[config.mk]
export PLATFORM = sky130hd
export DESIGN_NAME = serial_add_sequencer
export DESIGN_NICKNAME = d
export VERILOG_FILES = /design/src/rtl/serial_add_pkg.sv /design/src/rtl/serial_add_sequencer.sv
export SDC_FILE = /design/constraint.sdc
export NUM_CORES = 1
export LEC_CHECK = 0
export BUFFER_PORTS_ARGS = -buffer_cell sky130_fd_sc_hd__buf_2
export CAP_MARGIN = 20
export CORE_UTILIZATION = 50
export CTS_BUF_LIST = sky130_fd_sc_hd__clkbuf_4 sky130_fd_sc_hd__clkbuf_8
export CTS_CLUSTER_SIZE = 25
export DETAILED_ROUTE_END_ITERATION = 8
export PLACE_DENSITY = 0.76
export SYNTH_ARGS = -nofsm -noshare
export SYNTH_HDL_FRONTEND = slang
export SYNTH_SLANG_ARGS = --single-unit
export TNS_END_PERCENT = 30
[constraint.sdc]
create_clock -name clk -period 3.4 [get_ports clk]
set_input_delay 0.51 -clock clk [delete_from_list [all_inputs] [get_ports clk]]
set_output_delay 0.51 -clock clk [all_outputs]
set_load 0.05 [all_outputs]
[src/rtl/serial_add_pkg.sv]
// Shared types and constants for the serial add sequencer.
// Holds the FSM state encoding and the default operand width.
package serial_add_pkg;

   localparam int DEF_WIDTH = 8;

   typedef enum logic [1:0] {
      IDLE,
      RUN,
      DONE
   } state_t;

endpackage

[src/rtl/serial_add_sequencer.sv]
// Bit-serial adder sequencer: shifts operands LSB-first through an
// external full adder and assembles the sum over WIDTH cycles.
module serial_add_sequencer
   import serial_add_pkg::*;
#(
   parameter int WIDTH = DEF_WIDTH
) (
   input  logic             clk,
   input  logic             rst,
   input  logic             in_valid,
   output logic             in_ready,
   input  logic [WIDTH-1:0] in_a,
   input  logic [WIDTH-1:0] in_b,
   input  logic             in_cin,
   output logic             fa_a,
   output logic             fa_b,
   output logic             fa_c,
   input  logic             fa_sum,
   input  logic             fa_carry,
   output logic             out_valid,
   input  logic             out_ready,
   output logic [WIDTH-1:0] out_sum,
   output logic             out_cout,
   output logic             busy
);

   localparam int CW = (WIDTH > 1) ? $clog2(WIDTH) : 1;
   localparam logic [CW-1:0] LAST = CW'(WIDTH - 1);

   state_t state_q;
   state_t state_d;

   logic [WIDTH-1:0] a_q;
   logic [WIDTH-1:0] b_q;
   logic [WIDTH-1:0] sum_q;
   logic             carry_q;
   logic [CW-1:0]    cnt_q;

   // State register; reset wins over every handshake input.
   always_ff @(posedge clk) begin
      if (rst) begin
         state_q <= IDLE;
      end else begin
         state_q <= state_d;
      end
   end

   // Next-state and handshake/adder-port decode.
   always_comb begin
      state_d   = state_q;
      in_ready  = 1'b0;
      out_valid = 1'b0;
      busy      = 1'b0;
      fa_a      = 1'b0;
      fa_b      = 1'b0;
      fa_c      = 1'b0;
      unique case (state_q)
         IDLE: begin
            in_ready = 1'b1;
            if (in_valid) state_d = RUN;
         end
         RUN: begin
            busy = 1'b1;
            fa_a = a_q[0];
            fa_b = b_q[0];
            fa_c = carry_q;
            if (cnt_q == LAST) state_d = DONE;
         end
         DONE: begin
            busy      = 1'b1;
            out_valid = 1'b1;
            if (out_ready) state_d = IDLE;
         end
         default: state_d = IDLE;
      endcase
   end

   // Operand load at accept, one serial step per RUN cycle.
   always_ff @(posedge clk) begin
      if (rst) begin
         a_q     <= '0;
         b_q     <= '0;
         sum_q   <= '0;
         carry_q <= 1'b0;
         cnt_q   <= '0;
      end else begin
         case (state_q)
            IDLE: begin
               if (in_valid) begin
                  a_q     <= in_a;
                  b_q     <= in_b;
                  carry_q <= in_cin;
                  cnt_q   <= '0;
               end
            end
            RUN: begin
               a_q     <= a_q >> 1;
               b_q     <= b_q >> 1;
               sum_q   <= {fa_sum, sum_q[WIDTH-1:1]};
               carry_q <= fa_carry;
               if (cnt_q != LAST) cnt_q <= cnt_q + CW'(1);
            end
            default: ;
         endcase
      end
   end

   assign out_sum  = sum_q;
   assign out_cout = carry_q;

endmodule
==> impl_metrics.ini <==
[power_and_ir_drop]
switching_share_pct = 41.89
power_frac_comb_pct = 47.0
p_leak_nw = 0.7701
p_int_mw = 0.7921
switchingPower_mw = 0.5711
p_seq_share_pct = 36.2
clockPowerShare_pct = 16.8
powerDensity_mw_per_mm2 = 779.3
vdd_ir_drop_max_v = 0.0004916

[timing]
max_slew_margin_pct = 54.83
hold_viol = 0
fmax_mhz = 426.2
grt_setup_unrepaired = false
clock_skew_ps = 4.323
fin_ws_ps = 1053
period_needed_ps = 2347
slew_violations = 0
setup_viol = 0
post-route-period-util_pct = 69.02
tns_ps = 0
tightest_slew_ps = 677.5
hold_ws_ps = 426.9

[global_routing]
grt_pass1_wl_um = 4333
grt_pass1_vias = 1051
antenna_found_initial = 0
grt_max_degree = 34
overflow = 0
grt_usage_pct = 17.46

[place]
hpwlAfterDp_um = 1918
gp_congestion = 0.6935
place_ws_ps = 1352
portBuffers = 37

[setup_path]
crit_required_ps = 2890
critical_path_class = flip-flop to output pin
worstSetupStartpointType = flip-flop
end_kind = output pin
crit_arrival_ps = 1840
critPathMaxFanout = 25

[finish]
final_layout_size_suffix_gt1_share_pct = 35.48
final_nets = 214
diodes = 0
areaGrowthSynthToFinish_pct = 13.84
seq_area_um2 = 600.6
multi_input_area_um2 = 827.0
fin_util_pct = 61.83
fill_cells = 257

[floorplan]
dieArea_mm2 = 0.003299
design.core.area_mm2 = 0.002829
die_h_um = 57.44
num_rows = 19
start_util_pct = 54.31
fp.dieW_um = 57.44
io_pins = 38

[synth]
synth_most_common_cell = dfxtp_1
synth_common_cells = 30 x dfxtp_1, 27 x mux2i_1, 26 x nor2_1
synth_area_mm2 = 0.001536
synth_edf_count = 0
synth_top_area_cell = dfxtp_1
synth_seq_area_share_pct = 39.09
yosysWarnings = 0
synth_seq_cells = 30
synthCells = 150
async_flop_share_pct = 0
ys_types = 23
syn-num-nets = 179
postSynthAreaPerCell_um2 = 10.24
yosys.area.top_type_share_pct = 39.09
synth_top_flop_cell = dfxtp_1
synthTopCellsByArea = dfxtp_1 39%, mux2i_1 18%, a211oi_2 12%

[clock_tree]
numCtsBuffers = 5
cts_buffer_depth = 2
clockRootBuffer = clkbuf_4
cts_hold_buf = 0
cts_sinks = 30
cts_tree = built
cts_setup_buffers = 0
cts-htree-levels = 2
clk_pin_slew_ps = 90
clock_latency_ps = 320
postCtsResizedCells = 0

[outcome]
violations = design-rule violations
outcome = finished, violations left

[hold_path]
min_path_type = primary input to flip-flop

[routing]
drtIter0Drc = 20
vias_per_cell = 5.203
ant_nets = 0
drc_errors = 4
drt-total-wl_um = 2734
wl_per_cell_um = 12.60
dr_total_vias = 1129
first_pass_iters = 6

[flow_run]
maxCapViolations = 0
[through the flow]
step	std cells	power [mW]	instance area, um^2
floorplan	150	1.092	1536
global placement	209	1.122	1685
detailed placement	209	1.147	1685
CTS	217	1.377	1749
global route	217	1.446	1749
finish	217	1.363	1749
[layout make-up]
type                    instances  area share [%]
multi-input cells             103           47.28
repair buffers                 38           11.02
clock inverters                 1          0.2861
clock buffers                   7           3.362
flip-flops and latches         30           34.33
well taps                      31           2.217
inverters                       7           1.502
[worst max-delay path: stages, from the launching register on]
cell and delay, ps:
dfxtp_1 340, inv_1 100, ha_2 590, and2_1 210
buf_2 260
[per-layer routing]
metal | vias up | global-route usage [%] | share of wire, % | wire, um
met5 | - | 0 | 0 | 0
met4 | 0 | 5.226 | 0.59 | 16
met3 | 2 | 8.617 | 6.1 | 166
met2 | 28 | 30.23 | 46 | 1267
met1 | 509 | 18.62 | 47 | 1283
li1 | 590 | - | - | -
[sequential cells by signal, indices dropped and copies added, names as in the netlist]
| register | cells |
|---|---|
| cnt_q | 3 |
| a_q | 8 |
| state_q | 2 |
| out_sum | 8 |
| b_q | 8 |
| out_cout | 1 |
[final timing paths]
check	startpoint	cells past startpoint	slack (ps)	end
max	state_q[1]$_SDFFE_PP0P_	4	1050	fa_b
min	fa_sum	3	430	out_sum[7]$_SDFFE_PP0N_
max reg2reg	state_q[1]$_SDFFE_PP0P_	5	1360	a_q[7]$_SDFFE_PP0P_
min reg2reg	state_q[1]$_SDFFE_PP0P_	2	510	state_q[1]$_SDFFE_PP0P_
[cell families after synthesis]
| group | share of synthesized area, % |
|---|---|
| buf+inv | 7.247 |
| simple gates | 14.01 |
| fa+ha+maj | 4.886 |
| compound gates | 16.20 |
| mux | 18.57 |
| flops | 39.09 |
[layout by cell type (no fill, tap or decap), types with 2 or more instances in the layout]
cell / count
and2_1: 3
ha_1: 5
nand2_1: 7
nor2_1: 26
mux2i_1: 27
buf_2: 37
nor2b_1: 5
and3b_1: 2
inv_1: 7
o311ai_0: 2
clkbuf_4: 6
a211oi_2: 15
o21ai_0: 3
dfxtp_1: 30
[power groups by stage]
stage	combinational [mW]	clock [mW]	sequential, mW
6_report	0.640	0.229	0.494
5_1_grt	0.684	0.255	0.506
4_1_cts	0.645	0.238	0.494
3_5_place_dp	0.644	0	0.502
3_3_place_gp	0.626	0	0.496
2_1_floorplan	0.575	0	0.517
No activity file was read; power rests on OpenSTA's default activity.
